<file path="src/rtl/regfile_wb_arbiter.sv">
// regfile_wb_arbiter: two-source writeback arbiter plus load scoreboard; define REGFILE_WB_ARBITER_FWD_EN to add write forwarding ports.
module regfile_wb_arbiter #(
    parameter int XLEN       = 32,
    parameter int REG_ADDR_W = 5
) (
    input  logic                         clock_i,
    input  logic                         reset_i,
    input  logic                         core_valid_i,
    output logic                         core_ready_o,
    input  logic [REG_ADDR_W-1:0]        core_rd_i,
    input  logic [XLEN-1:0]              core_data_i,
    input  logic                         mem_valid_i,
    output logic                         mem_ready_o,
    input  logic [REG_ADDR_W-1:0]        mem_rd_i,
    input  logic [XLEN-1:0]              mem_data_i,
    input  logic                         ld_issue_i,
    input  logic [REG_ADDR_W-1:0]        ld_rd_i,
`ifdef REGFILE_WB_ARBITER_FWD_EN
    input  logic [REG_ADDR_W-1:0]        sel_out_a_i,
    input  logic [REG_ADDR_W-1:0]        sel_out_b_i,
    output logic                         fwd_hit_a_o,
    output logic                         fwd_hit_b_o,
    output logic [XLEN-1:0]              fwd_data_a_o,
    output logic [XLEN-1:0]              fwd_data_b_o,
`endif
    output logic                         wb_we_o,
    output logic [REG_ADDR_W-1:0]        wb_rd_o,
    output logic [XLEN-1:0]              wb_data_o,
    output logic [(1<<REG_ADDR_W)-1:0]   rd_busy_o
);
    localparam int NREG = 1 << REG_ADDR_W;

    logic                  core_hold_q, core_hold_d;
    logic [REG_ADDR_W-1:0] core_rd_q, core_rd_d;
    logic [XLEN-1:0]       core_data_q, core_data_d;
    logic                  mem_hold_q, mem_hold_d;
    logic [REG_ADDR_W-1:0] mem_rd_q, mem_rd_d;
    logic [XLEN-1:0]       mem_data_q, mem_data_d;
    logic                  prefer_mem_q, prefer_mem_d;
    logic                  wb_we_q, wb_we_d;
    logic [REG_ADDR_W-1:0] wb_rd_q, wb_rd_d;
    logic [XLEN-1:0]       wb_data_q, wb_data_d;
    logic [NREG-1:0]       busy_q, busy_d;
    logic                  core_gnt, mem_gnt, core_acc, mem_acc;

    // Round-robin grant over held entries; pointer breaks ties only when both are held
    always_comb begin
        mem_gnt      = mem_hold_q && (!core_hold_q || prefer_mem_q);
        core_gnt     = core_hold_q && !mem_gnt;
        prefer_mem_d = mem_gnt ? 1'b0 : (core_gnt ? 1'b1 : prefer_mem_q);
    end

    // Ready comes only from hold state and grant, never from valid
    always_comb begin
        core_ready_o = reset_i && (!core_hold_q || core_gnt);
        mem_ready_o  = reset_i && (!mem_hold_q || mem_gnt);
        core_acc     = core_valid_i && core_ready_o;
        mem_acc      = mem_valid_i && mem_ready_o;
    end

    // Holding registers refill on accept and drain on grant
    always_comb begin
        core_hold_d = core_acc || (core_hold_q && !core_gnt);
        core_rd_d   = core_acc ? core_rd_i : core_rd_q;
        core_data_d = core_acc ? core_data_i : core_data_q;
        mem_hold_d  = mem_acc || (mem_hold_q && !mem_gnt);
        mem_rd_d    = mem_acc ? mem_rd_i : mem_rd_q;
        mem_data_d  = mem_acc ? mem_data_i : mem_data_q;
    end

    // Write stage: x0 entries are consumed but never enable the bank write
    always_comb begin
        wb_we_d   = core_gnt ? (core_rd_q != '0) : (mem_gnt ? (mem_rd_q != '0) : 1'b0);
        wb_rd_d   = core_gnt ? core_rd_q : (mem_gnt ? mem_rd_q : wb_rd_q);
        wb_data_d = core_gnt ? core_data_q : (mem_gnt ? mem_data_q : wb_data_q);
    end

    // Scoreboard: clear on mem grant, then set on load issue so back-to-back loads stay busy
    always_comb begin
        busy_d = busy_q;
        if (mem_gnt) busy_d[mem_rd_q] = 1'b0;
        if (ld_issue_i && ld_rd_i != '0) busy_d[ld_rd_i] = 1'b1;
    end

    // State registers; reset drops held requests and the scoreboard without writing
    always_ff @(posedge clock_i) begin
        if (!reset_i) begin
            core_hold_q  <= 1'b0;
            core_rd_q    <= '0;
            core_data_q  <= '0;
            mem_hold_q   <= 1'b0;
            mem_rd_q     <= '0;
            mem_data_q   <= '0;
            prefer_mem_q <= 1'b1;
            wb_we_q      <= 1'b0;
            wb_rd_q      <= '0;
            wb_data_q    <= '0;
            busy_q       <= '0;
        end else begin
            core_hold_q  <= core_hold_d;
            core_rd_q    <= core_rd_d;
            core_data_q  <= core_data_d;
            mem_hold_q   <= mem_hold_d;
            mem_rd_q     <= mem_rd_d;
            mem_data_q   <= mem_data_d;
            prefer_mem_q <= prefer_mem_d;
            wb_we_q      <= wb_we_d;
            wb_rd_q      <= wb_rd_d;
            wb_data_q    <= wb_data_d;
            busy_q       <= busy_d;
        end
    end

    assign wb_we_o   = wb_we_q;
    assign wb_rd_o   = wb_rd_q;
    assign wb_data_o = wb_data_q;
    assign rd_busy_o = busy_q;

`ifdef REGFILE_WB_ARBITER_FWD_EN
    // Expose the value being written this cycle to the two read ports
    always_comb begin
        fwd_hit_a_o  = wb_we_q && wb_rd_q == sel_out_a_i && wb_rd_q != '0;
        fwd_hit_b_o  = wb_we_q && wb_rd_q == sel_out_b_i && wb_rd_q != '0;
        fwd_data_a_o = wb_data_q;
        fwd_data_b_o = wb_data_q;
    end
`endif

endmodule

</file>
<file path="config.mk">
export PLATFORM = sky130hd
export DESIGN_NAME = regfile_wb_arbiter
export DESIGN_NICKNAME = d
export VERILOG_FILES = /design/src/rtl/regfile_wb_arbiter.sv
export SDC_FILE = /design/constraint.sdc
export NUM_CORES = 1
export LEC_CHECK = 0
export BUFFER_PORTS_ARGS = -buffer_cell sky130_fd_sc_hd__buf_2
export CORE_MARGIN = 2
export CORE_UTILIZATION = 48
export DETAILED_ROUTE_END_ITERATION = 6
export GPL_TIMING_DRIVEN = 0
export PLACE_DENSITY_LB_ADDON = 0.1
export SYNTH_ARGS = -nofsm -noshare
export SYNTH_HDL_FRONTEND = slang
export SYNTH_SLANG_ARGS = --single-unit
</file>
<file path="constraint.sdc">
create_clock -name clock_i -period 1.4 [get_ports clock_i]
set_clock_uncertainty 0.15 [all_clocks]
set_input_delay 0.14 -clock clock_i [delete_from_list [all_inputs] [get_ports clock_i]]
set_output_delay 0.14 -clock clock_i [all_outputs]
set_load 0.005 [all_outputs]
</file>
Word level (Yosys, flattened, before mapping)
Index checks and enable logic that the tools add are counted.
Word-level totals
  register bits: 147
  input bits: 84
  output and inout port bits: 72
  logic and storage cells: 56
Cells by class
  order comparisons: 4
  muxes and demuxes: 14
  bitwise operators: 3
  reductions and logical operators: 24
Operators with widths (number)
  32-bit two-way mux: 4
  32-bit bitwise AND: 1
  32-bit NOT: 1
  32-bit bitwise OR: 1
  5-bit nonzero test: 3
  5-bit by 6-bit less-than comparator with 1-bit output, second input constant: 2
  1-bit logical AND: 11
  1-bit demux with 5-bit select: 2
  5-bit by 1-bit >= comparator with 1-bit output, second input constant: 2
  5-bit two-way mux: 2
  1-bit two-way mux: 6
  1-bit logical OR: 5
  1-bit logical NOT: 4
  2-bit nonzero test: 1

Depth between registers and ports, before layout
Gate-level depths: netlist (run 1).
  word-level depth: 9
  gate-level depth with buffers: 6
  mapped depth without buffers: 3

Worst setup path after synthesis (run 1)
No wires, ideal clock.
  path kind: register to register
  from: register core_hold_q
  to: register wb_rd_q[3] (netlist: wb_rd_o[3])
  library setup time: 0.119 ns
  arrival: 1.185 ns
  data required time: 1.131 ns
  setup slack: -0.054 ns
  cell stages (with the launch flop): 5
  path buffers: 2
  clock period less this slack: 1.454 ns
  cell sequence: dfxtp_1 buf_4 buf_2 mux2_2 o221a_2
Between the ends
  cells in the longest elaborated chain, start to end: 6
  elaborated cells on any way between the ends: 7
  classes of those cells: mux: 1; reduce/logical: 6
RTL lines
  from (decl): RTL line 33  | logic core_hold_q, core_hold_d;
  from (signal assigned): RTL line 100  | core_hold_q <= core_hold_d;
  1-bit logical NOT: RTL line 48  | mem_gnt = mem_hold_q && (!core_hold_q || prefer_mem_q);
  1-bit logical OR: RTL line 48
  1-bit logical AND: RTL line 48
  1-bit logical NOT: RTL line 49  | core_gnt = core_hold_q && !mem_gnt;
  1-bit logical AND: RTL line 49
  5-bit two-way mux / 2-bit nonzero test (equally long branches)
  to (signal assigned): RTL line 108  | wb_rd_q <= wb_rd_d;
  to (decl): RTL line 41  | logic [REG_ADDR_W-1:0] wb_rd_q, wb_rd_d;
Parallel ways exist; a longest one is shown, timed or not.
A chain may end at the register's enable or synchronous reset.

Final worst setup path (run 1)
  from: register prefer_mem_q
  to: output port core_ready_o
Between the ends
  cells in the longest elaborated chain, start to end: 6
RTL lines
  from (decl): RTL line 39  | logic prefer_mem_q, prefer_mem_d;
  from (signal assigned): RTL line 106  | prefer_mem_q <= prefer_mem_d;
  1-bit logical OR: RTL line 48
  1-bit logical AND: RTL line 48
  1-bit logical NOT: RTL line 49
  1-bit logical AND: RTL line 49
  1-bit logical OR: RTL line 55  | core_ready_o = reset_i && (!core_hold_q || core_gnt);
  1-bit logical AND: RTL line 55
  to (decl): RTL line 9  | output logic core_ready_o,
No other way between the ends.

==> impl_metrics.tcl, run 1 <==
set metrics [dict create \
    final_cells 1152 \
    final.setup.worst_slack_ns -0.354 \
    cts_buffer_depth 2 \
    yosys_warnings 0 \
    grt_pass1_wl_mm 31.4 \
    critPathSlowestCell "dfxtp_4" \
    netlist_area_um2 6440 \
    ios 156 \
    final_area_um2 9960 \
    dp.cells 1003 \
    htree_levels 4 \
    die_w_um 120 \
    die_y_um 120 \
    drc 0 \
    ys_types 42 \
    finalCriticalPeriod_ns 1.75 \
    grt_pass1_vias 6330 \
    finalCritPeriodShare_pct 125 \
    peakVddDrop_v 0.000874 \
    ys_seq_elements 147 \
    p_leak_nw 4.79 \
    max_freq_mhz 570 \
    rows 42 \
    antenna_cells 0 \
    finalPower_mw 11.2 \
    violations "setup timing" \
    path_buf_inv 2 \
    cts-root-buf "clkbuf_16" \
    wl_per_cell_um 18.2 \
    globalplace.congestion 0.851 \
    holdWs_ns 0.0463 \
    synth_edf_count 0 \
    cp_cell_sequence "nand2b_4 -> buf_8 -> and2_4 -> a21boi_4 -> buf_2" \
    grt_max_degree 17 \
    synth_seq_area_share_pct 45.7 \
    worst_hold_path_type "in2reg" \
    crit_type "reg2out" \
    finalSetupViolations 146 \
    drv_cap 0 \
    vias 6323 \
    cp.required_ns 1.11 \
    cts-buffers-inserted 17 \
    slowest_delay_ns 0.35 \
    syn-num-nets 756 \
    cp.depth 5 \
    synthArstFlopShare_pct 0 \
    power.density_nw_per_um2 1130 \
    synth_top_area_share_pct 45.7 \
    r2r_cells 7 \
    fillers 924 \
    rsz0062_at_grt "true" \
    dieArea_um2 14400 \
    post-dp-hpwl_mm 12.5 \
    final_layout_size_suffix_gt1_share_pct 34.3 \
    whs_path_depth 3 \
    ant_nets 0 \
    arrival_ns 1.46 \
    viasPerCell 5.49 \
    drt_pre_antenna_iters 5 \
    yosys-top-cells-area "dfxtp_1, mux2i_1, nand2_1, a221o_1, o211a_1" \
    grt_util_all_layers_pct 28.1 \
    finalWirelength_mm 20.9 \
    grt_overflow 0 \
    start_kind "register" \
    syn_area_per_cell_um2 9.59 \
    clock-sinks 147 \
    fin_nets 1047 \
    worstSetupEndpointType "primary output" \
    syn_inst 672 \
    final-max-slew-violation-count 0 \
    critical_path.top_delay_family "flip-flops" \
    path_clk_slew_ns 0.06 \
    area_growth_pct 54.7 \
    antenna_found_initial 0 \
    mostFrequentLayoutCell "buf_2" \
    maxSlewHeadroom_pct 55.7 \
    worst_slew_pin_slew_ns 0.660 \
    start_util_pct 48.8 \
    layout_common_cells "buf_2, dfxtp_1, nand2_1" \
    synth_top_flop_cell "dfxtp_1" \
    clk_latency_ns 0.43 \
    tritoncts "built" \
    synth_top_area_cell "dfxtp_1" \
    coreArea_um2 13200 \
    path_max_fanout 2 \
    hold_viol 0 \
    fin_tns_setup_ns -27.44 \
    outcome "complete, but fails checks" \
    place_area_um2 7490 \
    drtIter0Drc 362 \
    io_buffers 155 \
]
==> registers in the layout, summed over array words and instances, names as in the netlist <==
register and flops:
mem_rd_q 5, mem_data_q 32, mem_hold_q 1, wb_data_o 32
core_rd_q 5, core_data_q 32, wb_rd_o 5, core_hold_q 1
prefer_mem_q 1, wb_we_o 1, rd_busy_o 32
==> through the flow <==
step	util [%]	setup WS (ns)
global placement	56.8	-0.344
detailed placement	56.8	-0.385
finish	75.5	-0.354
floorplan	-	-0.00884
CTS	74.5	-0.381
global route	75.5	-0.386
==> layer usage <==
layer  routed length, um  track usage (%)
met3                1170             6.42
met2               10900             50.4
met5                   0                0
met1                7990             31.1
met4                 843             13.9
==> path summary, 6_finish.rpt <==
check	start	to	slack, ns
setup / recovery	prefer_mem_q	core_ready_o	-0.35
hold / removal	ld_rd_i[4]	rd_busy_o[20]	0.05
setup reg to reg	core_hold_q	mem_data_q[30]	-0.32
hold reg to reg	rd_busy_o[0]	rd_busy_o[0]	0.30
==> tightest hold or removal path, cell delays in order <==
cell and delay (ns):
buf_2 0.13, nand4b_1 0.20, o22ai_1 0.10
==> power by group <==
group | internal (mW) | switching (mW) | leakage (nW)
registers | 4.46 | 0.164 | 1.21
clock network | 3.15 | 1.74 | 0.316
logic | 0.944 | 0.790 | 3.26
total | 8.55 | 2.69 | 4.79
==> what timing repair did <==
action                                  in CTS  in global routing
endpoints found under the setup margin     139                147
hold endpoints to repair                    76                  0
gates cloned                                 9                  2
buffers inserted                            36                  9
gates resized for setup                    119                 57
pin swaps                                   65                 31
hold buffers                                76                  0
==> synth_stat cells (all sizes together), types with 11 or more instances <==
cell and number:
dfxtp 147, nand2 98, inv 76, mux2i 74, buf 43, nor2b 40, a221o 36, o211a 36
o22ai 19, nor3 16, a32o 12, clkbuf 12, nand3 11
==> cells by family after synthesis <==
group | after synthesis | share of synthesized area [%]
and+or+nand+nor | 207 | 16.8
DFF | 147 | 45.7
buffers and inverters | 131 | 9.90
AOI/OAI and AO/OA | 112 | 15.9
muxes | 75 | 11.7
==> area by class of cell <==
cell class	count	area, um2	area share [%]
buffer	50	549	5.51
timing repair buffer	277	2110	21.2
tap	176	220	2.21
clock buffer	22	484	4.86
multi-input combinational	394	3200	32.2
clock inverter	10	153	1.53
inverter	76	285	2.86
sequential	147	2950	29.6
Note: power is estimated with default switching activity, not from simulation.
==> inputs of run 2 (changes only) <==
--- a/config.mk
+++ b/config.mk
@@ -6,8 +6,10 @@
 export NUM_CORES = 1
 export LEC_CHECK = 0
 export BUFFER_PORTS_ARGS = -buffer_cell sky130_fd_sc_hd__buf_2
+export CELL_PAD_IN_SITES_DETAIL_PLACEMENT = 1
+export CELL_PAD_IN_SITES_GLOBAL_PLACEMENT = 1
 export CORE_MARGIN = 2
-export CORE_UTILIZATION = 48
+export CORE_UTILIZATION = 36
 export DETAILED_ROUTE_END_ITERATION = 6
 export GPL_TIMING_DRIVEN = 0
 export PLACE_DENSITY_LB_ADDON = 0.1
==> impl_metrics.tcl, run 2 (synthesis results as in run 1) <==
set metrics [dict create \
    finalPower_mw 12.1 \
    post-dp-hpwl_mm 14.7 \
    start_util_pct 37.0 \
    htree_levels 4 \
    finalCritPeriodShare_pct 130 \
    grt_util_all_layers_pct 26.0 \
    drt_pre_antenna_iters 5 \
    fillers 1923 \
    violations "setup timing" \
    drtIter0Drc 325 \
    grt_overflow 0 \
    switchingPower_mw 2.94 \
    mostFrequentLayoutCell "buf_2" \
    rsz0062_at_grt "true" \
    wl_per_cell_um 20.3 \
    final_area_um2 10300 \
    start_kind "register" \
    cts-buffers-inserted 17 \
    place_ws_ns -0.479 \
    ios 156 \
    slowest_delay_ns 0.35 \
    peakVddDrop_v 0.000948 \
    io_buffers 155 \
    arrival_ns 1.53 \
    crit_type "reg2out" \
    worst_slew_pin_slew_ns 0.638 \
    maxSlewHeadroom_pct 57.4 \
    vias 6317 \
    viasPerCell 5.19 \
    max_freq_mhz 549 \
    drv_cap 0 \
    power.density_nw_per_um2 1170 \
    grt_max_degree 17 \
    p_sw_share_pct 24.3 \
    tritoncts "built" \
    critPathSlowestCell "dfxtp_4" \
    comb_power_share_pct 15.4 \
    pwr-share-seq_pct 38.3 \
    utilization_pct 59.3 \
    pwr-share-clk_pct 46.3 \
    cp.required_ns 1.11 \
    p_leak_nw 4.92 \
    die_w_um 138 \
    outcome "complete, but fails checks" \
    drc 0 \
    final-max-slew-violation-count 0 \
    antenna_cells 0 \
    final_cells 1218 \
    globalplace.congestion 0.789 \
    place_area_um2 7550 \
    worstSetupEndpointType "primary output" \
    path_clk_slew_ns 0.06 \
    grt_pass1_wl_mm 37.2 \
    final.setup.worst_slack_ns -0.423 \
    path_max_fanout 2 \
    worst_hold_path_type "in2reg" \
    antenna_found_initial 1 \
    dieArea_um2 19000 \
    final_layout_size_suffix_gt1_share_pct 35.6 \
    finalCriticalPeriod_ns 1.82 \
    cp_cell_sequence "nand2b_4 -> buf_8 -> and2_4 -> a21boi_4 -> buf_2" \
    power.internal_mw 9.17 \
    die_y_um 138 \
    cts_buffer_depth 2 \
    layout_common_cells "buf_2, dfxtp_1, nand2_1" \
    area_growth_pct 60.3 \
    fin_nets 1064 \
    rows 48 \
    clk_latency_ns 0.43 \
    finalWirelength_mm 24.7 \
    cts-root-buf "clkbuf_16" \
    grt_pass1_vias 6849 \
    ant_nets 0 \
    clock-sinks 147 \
    dp.cells 1052 \
    hold_viol 0 \
    coreArea_um2 17400 \
    finalSetupViolations 147 \
]
[run 2: cell types whose count changed in the layout (fill, tap and decap cells not counted), sizes merged]
cell,previous run,this run
buf,238,251
bufinv,4,8
clkbuf,35,34
clkinv,5,4
clkinvlp,1,2
dlygate4sd3,76,77
[run 2: path summary, 6_finish.rpt]
path              slack, ns             to          from  cells past startpoint
setup / recovery      -0.42   core_ready_o  prefer_mem_q                      5
setup reg to reg      -0.34  mem_data_q[7]  prefer_mem_q                      7
hold / removal         0.03  rd_busy_o[12]    ld_rd_i[4]                      3
hold reg to reg        0.30   rd_busy_o[0]  rd_busy_o[0]                      2
[run 2: routing by layer]
metal | up-vias | track usage (%) | wire (um)
li1 | 2955 | - | -
met5 | - | 0 | 11
met2 | 193 | 49.2 | 13100
met4 | 2 | 8.56 | 532
met1 | 3119 | 29.4 | 9990
met3 | 48 | 4.38 | 1060
[run 2: what timing repair did]
action	4_1_cts	5_1_grt
setup endpoints to repair	139	148
hold buffers	77	0
setup buffers	42	20
hold endpoints to repair	77	0
pin swaps	76	41
resized for setup	135	62
cloned	9	4
[run 2: worst max-delay path: cells and delay by family, from the launching register on]
| kind | cells | cell delay (ns) |
|---|---|---|
| compound gates | 1 | 0.17 |
| buf+inv | 2 | 0.26 |
| flops | 1 | 0.35 |
| simple gates | 2 | 0.32 |
[run 2: layout make-up]
cell class | count | area [um2] | share of cell area, %
clock buffers | 18 | 429 | 4.16
clock inverters | 14 | 283 | 2.74
repair buffers | 296 | 2380 | 23.0
inverters | 76 | 285 | 2.76
well taps | 225 | 282 | 2.73
plain buffers | 48 | 514 | 4.98
multi-input cells | 394 | 3200 | 31.0
flip-flops and latches | 147 | 2960 | 28.7
[run 2: power by group through the flow]
stage	clock network (mW)	registers, mW	logic (mW)
after global placement	0	4.70	1.21
after floorplan	0	4.66	0.784
after detailed placement	0	4.71	1.26
after global routing	5.82	4.66	2.00
final	5.61	4.64	1.86
after CTS	5.61	4.62	1.75
[run 2: per-stage QoR]
step / hold WS (ns) / setup TNS (ns)
after CTS: 0.0130 / -24.20
after floorplan: 0.126 / -0.230
final: 0.0329 / -25.35
after global routing: 0.0706 / -29.79
after detailed placement: 0.238 / -28.80
after global placement: 0.230 / -23.91
==> inputs of run 3 (changes only) <==
--- a/config.mk
+++ b/config.mk
@@ -5,11 +5,12 @@
 export SDC_FILE = /design/constraint.sdc
 export NUM_CORES = 1
 export LEC_CHECK = 0
+export ABC_AREA = 1
 export BUFFER_PORTS_ARGS = -buffer_cell sky130_fd_sc_hd__buf_2
 export CELL_PAD_IN_SITES_DETAIL_PLACEMENT = 1
 export CELL_PAD_IN_SITES_GLOBAL_PLACEMENT = 1
 export CORE_MARGIN = 2
-export CORE_UTILIZATION = 36
+export CORE_UTILIZATION = 33
 export DETAILED_ROUTE_END_ITERATION = 6
 export GPL_TIMING_DRIVEN = 0
 export PLACE_DENSITY_LB_ADDON = 0.1
==> impl_metrics.tcl, run 3 <==
set metrics [dict create \
    rsz0062_at_grt "true" \
    area_growth_pct 75.5 \
    tritoncts "built" \
    hold_viol 0 \
    ios 156 \
    switchingPower_mw 3.04 \
    antenna_found_initial 1 \
    p_sw_share_pct 26.7 \
    crit_top_cell "nand2_2" \
    ys_seq_elements 147 \
    grt_max_degree 17 \
    power.density_nw_per_um2 1110 \
    cts_buffer_depth 2 \
    peakVddDrop_v 0.000947 \
    coreArea_um2 17400 \
    p_leak_nw 4.59 \
    violations "setup timing" \
    clock-sinks 147 \
    synth_top_area_cell "dfxtp_1" \
    globalplace.congestion 0.780 \
    drtIter0Drc 445 \
    cp.required_ns 1.11 \
    worst_slew_pin_slew_ns 0.744 \
    grt_pass1_vias 6890 \
    io_buffers 151 \
    whs_path_depth 4 \
    fin_nets 1212 \
    start_util_pct 33.8 \
    finalCritPeriodShare_pct 130 \
    finalPower_mw 11.4 \
    syn_area_per_cell_um2 7.17 \
    outcome "complete, but fails checks" \
    worstHoldStart "ld_rd_i[1]" \
    drv_cap 0 \
    path_max_fanout 3 \
    netlist_area_um2 5870 \
    comb_power_share_pct 16.1 \
    dieArea_um2 18900 \
    final.setup.worst_slack_ns -0.420 \
    r2r_setup_slack_ns -0.38 \
    critPathSlowestCell "dfxtp_4" \
    viasPerCell 5.14 \
    ant_nets 0 \
    drt_pre_antenna_iters 5 \
    clk_latency_ns 0.44 \
    start_kind "register" \
    final-max-slew-violation-count 0 \
    slowest_delay_ns 0.38 \
    syn-num-nets 903 \
    grt_util_all_layers_pct 25.9 \
    wl_per_cell_um 19.8 \
    grt_pass1_wl_mm 37.1 \
    ys_types 20 \
    post-dp-hpwl_mm 14.5 \
    drc 0 \
    synth_edf_count 0 \
    grt_overflow 0 \
    path_buf_inv 4 \
    rows 48 \
    cts-buffers-inserted 17 \
    synth_top_flop_cell "dfxtp_1" \
    final_area_um2 10300 \
    vias 7018 \
    power.internal_mw 8.34 \
    final_layout_size_suffix_gt1_share_pct 41.2 \
    maxSlewHeadroom_pct 50.4 \
    htree_levels 4 \
    worstSetupEndpointType "primary output" \
    die_w_um 137 \
    max_freq_mhz 549 \
    finalCriticalPeriod_ns 1.82 \
    cts-root-buf "clkbuf_16" \
    finalWirelength_mm 27.0 \
    die_y_um 137 \
    pwr-share-clk_pct 43.7 \
    place_area_um2 6930 \
    path_clk_slew_ns 0.07 \
    yosys_warnings 0 \
    synth_top_area_share_pct 50.1 \
    reg2reg_from "prefer_mem_q" \
    synth.most_common_cell "nand2_1" \
    critical_path.top_delay_family "flip-flops" \
    yosys-top-cells-area "dfxtp_1, nand2_1, nand3_1, a21oi_1, o21ai_0" \
    mostFrequentLayoutCell "nand2_1" \
    r2r_cells 11 \
    arrival_ns 1.53 \
    synth_seq_area_share_pct 50.1 \
    layout_common_cells "nand2_1, buf_2, dfxtp_1" \
    pwr-share-seq_pct 40.3 \
    crit_type "reg2out" \
    finalSetupViolations 140 \
    r2r_end "core_data_q[15]" \
    ys_top_cells_by_count "nand2_1, dfxtp_1, nand3_1" \
    syn_inst 819 \
    whs_endpoint "rd_busy_o[16]" \
    cp_cell_sequence "inv_4 -> a21boi_4 -> nand2_2 -> nand2_2 -> inv_2 -> buf_8 -> buf_6" \
    worst_hold_path_type "in2reg" \
    synthArstFlopShare_pct 0 \
]
==> run 3: cell count changes in the layout (fill, tap and decap cells not counted), sizes merged, moves of 14 or more <==
| cell | before | now |
|---|---|---|
| a21oi | 0 | 70 |
| o211a | 36 | 0 |
| o22ai | 19 | 0 |
| mux2i | 74 | 0 |
| o21ai | 1 | 65 |
| nand2 | 98 | 256 |
| nor3 | 16 | 1 |
| nor2 | 3 | 64 |
| nand3 | 11 | 107 |
| inv | 76 | 37 |
| clkbuf | 34 | 48 |
| nor2b | 40 | 0 |
| a221o | 36 | 0 |
==> run 3: worst max path at each step <==
stage	cells past startpoint	slack, ns	start	to
global placement	8	-0.49	prefer_mem_q	mem_data_q[20]
finish	7	-0.42	prefer_mem_q	core_ready_o
detailed placement	8	-0.51	prefer_mem_q	mem_data_q[18]
global route	7	-0.44	prefer_mem_q	core_ready_o
CTS	7	-0.30	prefer_mem_q	core_ready_o
floorplan	8	-0.01	prefer_mem_q	mem_data_q[10]
==> run 3: worst reg2reg max path, cell delays in order, from the launching register on <==
cell      delay, ns
dfxtp_4        0.38
inv_4          0.06
a21boi_4       0.19
nand2_2        0.10
buf_6          0.12
buf_6          0.11
nand3_4        0.07
buf_8          0.16
buf_12         0.12
buf_16         0.11
nand3_2        0.06
nand2_1        0.09
==> run 3: final cells by class <==
class / instances / area (um2)
Buffer: 46 / 454
Timing Repair Buffer: 299 / 2450
Fill cell: 2073 / 7060
Antenna cell: 1 / 2.50
Multi-Input combinational cell: 580 / 3360
Tap cell: 225 / 282
Clock inverter: 8 / 121
Clock buffer: 23 / 508
Inverter: 37 / 148
Sequential cell: 147 / 2970
==> run 3: what timing repair did <==
| item | 4_1_cts | 5_1_grt |
|---|---|---|
| gates resized for setup | 222 | 202 |
| endpoints found under the hold margin | 79 | 0 |
| cloned | 12 | 5 |
| hold buffers | 78 | 0 |
| pin swaps | 8 | 66 |
| setup endpoints to repair | 140 | 147 |
| buffers inserted | 38 | 22 |
==> run 3: logic make-up (layout without fill, tap and decap cells) <==
| logic type | count (synthesis) | count (layout) | share of synthesized area (%) |
|---|---|---|---|
| AOI/OAI and AO/OA | 143 | 143 | 12.6 |
| other | 0 | 1 | 0 |
| buffers and inverters | 92 | 413 | 6.59 |
| and+or+nand+nor | 437 | 437 | 30.7 |
| DFF | 147 | 147 | 50.1 |
==> run 3: power by group through the flow <==
stage	Clock [mW]	Sequential, mW	Combinational, mW
floorplan	0	4.60	0.536
global placement	0	4.62	0.942
detailed placement	0	4.62	0.952
CTS	4.91	4.54	1.53
global route	5.15	4.60	1.95
finish	4.97	4.58	1.83
==> run 3: layer usage <==
layer,vias to the layer above,track usage (%),wire [um]
met3,51,5.11,1160
met5,-,0,0
li1,3301,-,-
met4,0,8.30,726
met2,190,45.3,13700
met1,3476,31.8,11400
==> run 3: metrics by stage <==
stage | setup WS [ns] | instances | util, % | setup TNS, ns | hold WS [ns]
6_report | -0.420 | 1366 | 59.3 | -34.83 | 0.0245
5_1_grt | -0.443 | 1366 | 59.3 | -40.07 | 0.0570
4_1_cts | -0.299 | 1353 | 54.5 | -22.75 | 0.0183
3_5_place_dp | -0.514 | 1195 | 39.9 | -39.74 | 0.195
3_3_place_gp | -0.485 | 1195 | 39.9 | -38.65 | 0.191
2_1_floorplan | -0.0112 | 819 | - | -0.225 | 0.103
